===== config.mk =====
export PLATFORM = sky130hd
export DESIGN_NAME = program_loader
export DESIGN_NICKNAME = d
export VERILOG_FILES = /design/src/rtl/program_loader_pkg.sv /design/src/rtl/program_loader_word_assembler.sv /design/src/rtl/program_loader.sv
export SDC_FILE = /design/constraint.sdc
export NUM_CORES = 1
export LEC_CHECK = 0
export ABC_AREA = 1
export CORE_MARGIN = 5
export CORE_UTILIZATION = 52
export CTS_BUF_LIST = sky130_fd_sc_hd__clkbuf_2
export DETAILED_ROUTE_END_ITERATION = 6
export PLACE_DENSITY_LB_ADDON = 0.25
export SETUP_SLACK_MARGIN = 0.1
export SLEW_MARGIN = 20
export SYNTH_ARGS = -nofsm -noshare
export SYNTH_HDL_FRONTEND = slang
export SYNTH_SLANG_ARGS = --single-unit

===== constraint.sdc =====
create_clock -name clk -period 2.2 [get_ports clk]
set_clock_uncertainty 0.05 [all_clocks]
set_input_delay 0.55 -clock clk [delete_from_list [all_inputs] [get_ports clk]]
set_output_delay 0.55 -clock clk [all_outputs]
set_load 0.02 [all_outputs]

===== src/rtl/program_loader_pkg.sv =====
// Shared definitions for the program loader: FSM encoding, word geometry
// and the instruction-memory address helper.
package program_loader_pkg;

    typedef enum logic [2:0] {
        ST_IDLE    = 3'd0,
        ST_COLLECT = 3'd1,
        ST_WRITE   = 3'd2,
        ST_RELEASE = 3'd3,
        ST_RUN     = 3'd4
    } state_t;

    localparam int          BYTES_PER_WORD = 4;
    localparam logic [31:0] ADDR_STRIDE    = 32'd4;

    // Byte address of word number idx; wraps modulo 2^32.
    function automatic logic [31:0] word_addr(input logic [31:0] base,
                                              input logic [7:0]  idx);
        return base + (ADDR_STRIDE * {24'd0, idx});
    endfunction

endpackage


===== src/rtl/program_loader_word_assembler.sv =====
// Packs a most-significant-byte-first byte stream into 32-bit words.
// o_word is the word as it will look once the current byte is accepted,
// so the loader can latch a complete word on the edge that takes its
// last byte.
module word_assembler
    import program_loader_pkg::*;
(
    input  logic        clk,
    input  logic        rst,
    input  logic        i_clear,
    input  logic        i_accept,
    input  logic [7:0]  i_byte,
    output logic [31:0] o_word,
    output logic        o_word_ready
);

    logic [23:0] r_shift;
    logic [1:0]  r_count;

    // Shift accepted bytes in at the low end and count them modulo a word.
    always_ff @(posedge clk) begin
        if (rst || i_clear) begin
            r_shift <= 24'd0;
            r_count <= 2'd0;
        end else if (i_accept) begin
            r_shift <= {r_shift[15:0], i_byte};
            r_count <= r_count + 2'd1;
        end else begin
            r_shift <= r_shift;
            r_count <= r_count;
        end
    end

    assign o_word       = {r_shift, i_byte};
    assign o_word_ready = i_accept && (r_count == 2'(BYTES_PER_WORD - 1));

endmodule


===== src/rtl/program_loader.sv =====
// Loads a program from a byte stream into instruction memory, holding the
// CPU in reset until every word has been written, then releasing it.
module program_loader
    import program_loader_pkg::*;
#(
    parameter logic [31:0] BASE_ADDR = 32'h0000_0000
) (
    input  logic        clk,
    input  logic        rst,
    input  logic        start,
    input  logic [7:0]  word_count,
    input  logic        byte_valid,
    input  logic [7:0]  byte_data,
    output logic        byte_ready,
    output logic        initialize,
    output logic [31:0] instruction_initialize_data,
    output logic [31:0] instruction_initialize_address,
    output logic        cpu_rst,
    output logic        done
);

    state_t      r_state;
    logic [7:0]  r_word_count;
    logic [7:0]  r_word_index;
    logic        r_byte_ready;
    logic        r_initialize;
    logic        r_cpu_rst;
    logic        r_done;
    logic [31:0] r_data;
    logic [31:0] r_addr;

    logic        w_start_ok;
    logic        w_accept;
    logic [31:0] w_word;
    logic        w_word_ready;

    // A start is honoured only when no load is in flight.
    assign w_start_ok = start && ((r_state == ST_IDLE) || (r_state == ST_RUN));
    assign w_accept   = byte_valid && r_byte_ready;

    word_assembler u_asm (
        .clk          (clk),
        .rst          (rst),
        .i_clear      (w_start_ok),
        .i_accept     (w_accept),
        .i_byte       (byte_data),
        .o_word       (w_word),
        .o_word_ready (w_word_ready)
    );

    // Load sequencing FSM; outputs are registered alongside the state so
    // each reflects the state being entered.
    always_ff @(posedge clk) begin
        if (rst) begin
            r_state      <= ST_IDLE;
            r_word_count <= 8'd0;
            r_word_index <= 8'd0;
            r_byte_ready <= 1'b0;
            r_initialize <= 1'b0;
            r_cpu_rst    <= 1'b1;
            r_done       <= 1'b0;
            r_data       <= 32'h0000_0000;
            r_addr       <= BASE_ADDR;
        end else begin
            case (r_state)
                ST_IDLE, ST_RUN: begin
                    if (start) begin
                        r_word_count <= word_count;
                        r_word_index <= 8'd0;
                        r_data       <= 32'h0000_0000;
                        r_addr       <= BASE_ADDR;
                        r_cpu_rst    <= 1'b1;
                        r_done       <= 1'b0;
                        if (word_count != 8'd0) begin
                            r_state      <= ST_COLLECT;
                            r_byte_ready <= 1'b1;
                            r_initialize <= 1'b1;
                        end else begin
                            r_state      <= ST_RELEASE;
                            r_byte_ready <= 1'b0;
                            r_initialize <= 1'b0;
                        end
                    end else begin
                        r_state <= r_state;
                    end
                end
                ST_COLLECT: begin
                    if (w_word_ready) begin
                        r_state      <= ST_WRITE;
                        r_byte_ready <= 1'b0;
                        r_data       <= w_word;
                        r_addr       <= word_addr(BASE_ADDR, r_word_index);
                    end else begin
                        r_state <= ST_COLLECT;
                    end
                end
                ST_WRITE: begin
                    r_word_index <= r_word_index + 8'd1;
                    if ((r_word_index + 8'd1) == r_word_count) begin
                        r_state      <= ST_RELEASE;
                        r_initialize <= 1'b0;
                    end else begin
                        r_state      <= ST_COLLECT;
                        r_byte_ready <= 1'b1;
                    end
                end
                ST_RELEASE: begin
                    r_state   <= ST_RUN;
                    r_cpu_rst <= 1'b0;
                    r_done    <= 1'b1;
                end
                default: begin
                    r_state      <= ST_IDLE;
                    r_byte_ready <= 1'b0;
                    r_initialize <= 1'b0;
                    r_cpu_rst    <= 1'b1;
                    r_done       <= 1'b0;
                end
            endcase
        end
    end

    assign byte_ready                     = r_byte_ready;
    assign initialize                     = r_initialize;
    assign cpu_rst                        = r_cpu_rst;
    assign done                           = r_done;
    assign instruction_initialize_data    = r_data;
    assign instruction_initialize_address = r_addr;

endmodule


==> summary.md, run 1 <==
| Metric | Value |
|---|---|
| First-pass GRT wire length | 14.6 mm |
| Post-CTS setup buffer count | 0 |
| Register Area | 1780 um^2 |
| CTS tree | yes |
| Synthesized area | 3800 um^2 |
| CP endpoint kind | primary output |
| Final max-slew violation count | 0 |
| Vias/cell | 5.04 |
| Max rail drop VDD | 0.364 mV |
| Flops & latches, synth | 89 |
| Outcome | completed |
| Clock sinks | 89 |
| GR Overflow Total | 0 |
| Final #Nets | 588 |
| DRC Markers | 0 |
| CP cell instances | dlygate4sd2_1 |
| Die Area | 9110 um^2 |
| Die width | 95.5 um |
| Leakage power | 2.00 nW |
| WP buf/inv | 1 |
| Clk buf depth | 2 |
| Vias in the first global route | 3209 |
| FMAX | 0.534 GHz |
| Gr usage total | 0.200 |
| Area occupied by multi-input gates | 1660 um^2 |
| Most area-hungry cell type in the Yosys netlist | dfxtp_1 |
| Filler instances | 689 |
| Setup violations, final | 0 |
| Rows | 31 |
| Yosys warnings | 0 |
| Die height | 95.5 um |
| Hold WS | 0.431 ns |
| Crit Path Class | register to primary output |
| Worst min-delay path class | register to register |
| Req. time, crit path | 1.60 ns |
| DRT iter0 DRCs | 139 |
| Routability-driven placement congestion ratio | 0.862 |
| Clk_lat worst skew | 0.50 ns |
| Setup total negative slack | 0 ns |
| I/O pins | 88 |
| Post-cts resize count | 42 |
| Worst Max-Slew Pin Slew | 0.509 ns |
| Area grow syn2layout | 17.8% |
| Final Hold Viols | 0 |
| Period minus WS final | 1.87 ns |
| Starting Density | 0.529 |
| Final Worst Setup Slack | 0.326 ns |
| Count of cell types in the netlist | 31 |
| RSZ-0062 raised after global routing | false |
| Cells after Synth | 504 |
| Root buf cell | clkbuf_2 |
| Share of post-route cells with drive strength above 1 | 0.0911 |
| Via count | 3376 |
| WL/cell | 13.1 um |
| Placeable Area | 7180 um^2 |
| Worst slew margin | 0.658 |
| Avg Inst Size Synth | 7.54 um^2 |
| R2R Setup Slk | 0.34 ns |
| Placed inst area | 4430 um^2 |
| Initial antenna violation count | 0 |
| Slowest cell delay on critical path | 0.42 ns |
| Arr. time, crit path | 1.27 ns |
| Startpoint Class | register |
| Aggregate routed wire length | 8.76 mm |
| Dpl hpwl | 6.25 mm |
| Worst Setup Slack post-DPL | 0.112 ns |
| Layout Utilization | 0.624 |
| CTS buffer count | 9 |
| Maximum Capacitance Violations | 0 |
| Top delay family on crit path | flip-flops |
| Pre-Repair DR Iteration Count | 4 |
| Seq/Total Area, Yosys | 0.469 |
| CP Max Fanout | 2 |
| Area share of the largest cell type after synthesis | 0.469 |
| Cell area after layout | 4470 um^2 |
| Reg clk slew, reported paths | 0.22 ns |
| P per Cell Area | 641 nW/um^2 |
| Final ANT Viol Nets | 0 |
| Pin count of the biggest net entering global routing | 57 |
| Slowest stage cell, crit path | dfxtp_1 |
| Cts hold-fix bufs | 0 |
| Final period utilization | 0.852 |
| H-Tree Depth | 3 |
| ANT cells | 0 |
| Buffers on Ports | 63 |
| Top cells by area, synth | dfxtp_1, nand2_1, a21oi_1 |
layout make-up:
cell class,count,area share
clock buffer,12,0.0134
clock inverter,4,0.00671
inverter,31,0.0266
multi-input combinational,360,0.371
sequential,89,0.398
tap,99,0.0277
timing repair buffer,75,0.156
where the power goes:
part | internal (mW) | switching [mW]
Combinational | 0.162 | 0.299
Sequential | 1.68 | 0.0351
Clock | 0.166 | 0.522
registers in the layout (all words and copies together), names as in the netlist:
name	count
byte_ready	1
cpu_rst	1
done	1
initialize	1
instruction_initialize_address	8
instruction_initialize_data	32
r_state	3
r_word_count	8
r_word_index	8
u_asm.r_count	2
u_asm.r_shift	24
final timing paths:
path                                                                    from                         endpoint  depth (start not counted)
worst max-delay path            instruction_initialize_data[14]$_SDFFE_PP0P_  instruction_initialize_data[14]                          1
worst min-delay path                           u_asm.r_count[1]$_SDFFE_PP0P_    u_asm.r_count[1]$_SDFFE_PP0P_                          2
worst max register to register                  r_word_index[1]$_SDFFE_PP0P_          initialize$_SDFFE_PP0P_                         12
worst min register to register                 u_asm.r_count[1]$_SDFFE_PP0P_    u_asm.r_count[1]$_SDFFE_PP0P_                          2
cells in the final DEF (no fill, tap or decap), drive strengths merged, types with 3 or more instances in the layout:
cell             n
a211oi           6
a21oi           56
buf             12
clkbuf          12
clkdlybuf4s50   19
clkinv           3
conb            24
dfxtp           89
dlygate4sd2     42
inv             31
nand2          113
nand3           32
nor2            79
nor3            26
o21ai           13
cells in the mapped netlist:
library cell and count:
nand2_1 111, dfxtp_1 89, nor2_1 72, a21oi_1 56
nand3_1 32, buf_4 30, inv_1 26, nor3_1 21
o21ai_0 12, clkbuf_1 10, nor2_2 6, nor3_2 5
a211oi_2 4, buf_6 4, inv_2 4, a211oi_1 2
buf_2 2, ha_1 2, nand4_1 2, nor4_1 2
xor2_1 2, a31oi_1 1, clkbuf_4 1, conb_1 1
inv_4 1, nand2_2 1, nand2_4 1, nor2_4 1
o21ai_1 1, o21bai_1 1, xnor2_1 1
stage by stage:
| step | cells | power (mW) |
|---|---|---|
| after floorplan | 527 | 2.09 |
| after global placement | 654 | 2.23 |
| after detailed placement | 654 | 2.24 |
| after CTS | 670 | 2.89 |
| after global routing | 670 | 3.01 |
| final | 670 | 2.87 |
layer usage:
| layer | global-route usage | vias to the layer above | share of wire |
|---|---|---|---|
| met1 | 0.264 | 1555 | 0.47 |
| met2 | 0.328 | 102 | 0.46 |
| li1 | - | 1703 | - |
| met3 | 0.0331 | 16 | 0.051 |
| met4 | 0.0758 | 0 | 0.019 |
| met5 | 0 | - | 0 |
cell families after synthesis:
group,count (synthesis),share of synthesized area
buffers and inverters,78,0.117
xor gates and xnor gates,3,0.00692
AOI/OAI and AO/OA,77,0.112
other,1,0.000987
DFF,89,0.469
adders and majority gates,2,0.00659
and+or+nand+nor,254,0.288
Note: power is estimated with default switching activity, not from simulation.
==> inputs of run 2 (changes only) <==
--- a/config.mk
+++ b/config.mk
@@ -9,6 +9,7 @@
 export CORE_MARGIN = 5
 export CORE_UTILIZATION = 52
 export CTS_BUF_LIST = sky130_fd_sc_hd__clkbuf_2
+export CTS_CLUSTER_DIAMETER = 60
 export DETAILED_ROUTE_END_ITERATION = 6
 export PLACE_DENSITY_LB_ADDON = 0.25
 export SETUP_SLACK_MARGIN = 0.1
==> constraint.sdc (replaced) <==
create_clock -name clk -period 2.2 [get_ports clk]
set_clock_uncertainty 0.05 [all_clocks]
set_input_delay 0.22 -clock clk [delete_from_list [all_inputs] [get_ports clk]]
set_output_delay 0.22 -clock clk [all_outputs]
set_load 0.02 [all_outputs]
==> summary.md, run 2 (synthesized netlist as in run 1, its figures left out) <==
| Metric | Value |
|---|---|
| Outcome | completed |
| Setup total negative slack | 0 ns (unchanged) |
| Final Worst Setup Slack | 0.331 ns (+0.00521 ns) |
| Filler instances | 644 (-6.5%) |
| Clock power frac | 0.297 (+0.057) |
| Commonest cells after routing, fill and taps aside | nand2_1, dfxtp_1, nor2_1, clkdlybuf4s50_1, a21oi_1 |
| Clock sinks | 89 (unchanged) |
| CTS tree | yes |
| GR Overflow Total | 0 (unchanged) |
| CP endpoint kind | register |
| Routability-driven placement congestion ratio | 0.838 (-2.7%) |
| Worst min-delay path class | primary input to register |
| First-pass GRT wire length | 13.9 mm (-4.7%) |
| Leakage power | 1.80 nW (-9.9%) |
| Area grow syn2layout | 19.5% |
| CTS buffer count | 9 (unchanged) |
| Layout Utilization | 0.633 (+0.00924) |
| Crit Path Class | register to register |
| Most common cell after layout, fill and taps aside | nand2_1 |
| Clk buf depth | 2 (unchanged) |
| DRC Markers | 0 (unchanged) |
| Rows | 31 (unchanged) |
| Arr. time, crit path | 2.23 ns (+0.96 ns) |
| Die width | 95.5 um (unchanged) |
| Via count | 3284 (-2.7%) |
| Comb pwr share | 0.153 (-0.008) |
| Post-CTS setup buffer count | 0 (unchanged) |
| Aggregate routed wire length | 8.42 mm (-3.9%) |
| Startpoint Class | register |
| Final max-slew violation count | 0 (unchanged) |
| Initial antenna violation count | 0 (unchanged) |
| Vias in the first global route | 3126 (-2.6%) |
| RSZ-0062 raised after global routing | false |
| Final Hold Viols | 0 (unchanged) |
| Req. time, crit path | 2.56 ns (+0.96 ns) |
| P per Cell Area | 690 nW/um^2 (+7.6%) |
| WL/cell | 12.6 um (-3.3%) |
| Post-cts resize count | 0 (-100%) |
| Period minus WS final | 1.87 ns (-0.00521 ns) |
| Cell area after layout | 4540 um^2 (+1.5%) |
| Maximum Capacitance Violations | 0 (unchanged) |
| Reg clk slew, reported paths | 0.25 ns (+0.03 ns) |
| Gr usage total | 0.191 (-0.00941) |
| Max FFs per register | 32 (unchanged) |
| Vias/cell | 4.93 (-2.1%) |
| FMAX | 0.535 GHz (+0.28%) |
| Buffers on Ports | 63 (unchanged) |
| Cts hold-fix bufs | 0 (unchanged) |
| Final period utilization | 0.849 (-0.00237) |
| Pre-Repair DR Iteration Count | 4 (unchanged) |
| Final ANT Viol Nets | 0 (unchanged) |
| Max rail drop VDD | 0.385 mV (+5.5%) |
| Die Area | 9110 um^2 (unchanged) |
| Sw power | 0.885 mW (+3.3%) |
| Placed inst area | 4400 um^2 (-0.68%) |
| DRT iter0 DRCs | 198 (+42%) |
| Sw Share | 0.283 (-0.0162) |
| Setup violations, final | 0 (unchanged) |
| Starting Density | 0.529 (unchanged) |
| Root buf cell | clkbuf_2 |
| Placeable Area | 7180 um^2 (unchanged) |
| H-Tree Depth | 3 (unchanged) |
| Clk_lat worst skew | 0.51 ns (about the same) |
| Worst Setup Slack post-DPL | 0.283 ns (+0.171 ns) |
| ANT cells | 0 (unchanged) |
| Final #Nets | 584 (-0.68%) |
| I/O pins | 88 (unchanged) |
| Internal power | 2.25 mW (+12%) |
| CP Max Fanout | 56 (+54) |
| Pin count of the biggest net entering global routing | 57 (unchanged) |
| Sequential Power Share | 0.550 (-0.049) |
| Die height | 95.5 um (unchanged) |
| Dpl hpwl | 6.02 mm (-3.6%) |
| Share of post-route cells with drive strength above 1 | 0.0829 (-0.00818) |
[run 2: cell types whose count changed in the layout (fill, tap and decap cells not counted), sizes merged]
cell / delta
clkdlybuf4s50: +44
dlygate4sd2: -42
buf: -4
clkbuf: -3
bufinv: +2
dlymetal6s2s: -2
inv: +1
[run 2: power by group through the flow]
stage / clock network [mW] / registers [mW] / logic [mW]
global route: 1.01 / 1.73 / 0.528
CTS: 0.947 / 1.72 / 0.481
detailed placement: 0 / 1.75 / 0.478
finish: 0.930 / 1.72 / 0.480
floorplan: 0 / 1.80 / 0.288
global placement: 0 / 1.75 / 0.472
[run 2: final timing paths]
path / from / to / slack (ns) / cells after the start
hold reg to reg: u_asm.r_shift[18]$_SDFFE_PP0P_ / u_asm.r_shift[18]$_SDFFE_PP0P_ / 0.43 / 2
hold / removal: word_count[0] / r_word_count[0]$_SDFFE_PP0P_ / 0.24 / 3
setup reg to reg: r_state[0]$_SDFFE_PP0P_ / instruction_initialize_data[23]$_SDFFE_PP0P_ / 0.33 / 7
setup / recovery: r_state[0]$_SDFFE_PP0P_ / instruction_initialize_data[23]$_SDFFE_PP0P_ / 0.33 / 7
[run 2: layout make-up]
cell class | instances | area, um^2 | area share
sequential | 89 | 1780 | 0.392
clock inverter | 7 | 93.8 | 0.0207
clock buffer | 9 | 45.0 | 0.00992
multi-input combinational | 360 | 1660 | 0.366
inverter | 31 | 119 | 0.0262
tap | 99 | 124 | 0.0273
timing repair buffer | 71 | 716 | 0.158
[run 2: layer usage]
| metal | track usage | wire, um | part of all wire | vias up |
|---|---|---|---|---|
| li1 | - | - | - | 1697 |
| met1 | 0.261 | 4160 | 0.49 | 1489 |
| met2 | 0.303 | 3750 | 0.45 | 88 |
| met3 | 0.0300 | 388 | 0.046 | 10 |
| met4 | 0.0723 | 121 | 0.014 | 0 |
| met5 | 0 | 0 | 0 | - |
[run 2: stage by stage]
stage               hold slack (ns)  std cells  power (mW)
floorplan                     0.305        527        2.09
global placement              0.400        650        2.22
detailed placement            0.404        650        2.23
CTS                           0.197        666        3.15
global route                  0.215        666        3.27
finish                        0.240        666        3.13
[run 2: worst max-delay path, stage by stage (launching register included)]
cell and delay, ns:
dfxtp_1 0.38, nor2_1 0.24, inv_1 0.13, nor2_2 0.19, inv_1 0.26, nand2_2 0.15, buf_12 0.25, nor3_1 0.10
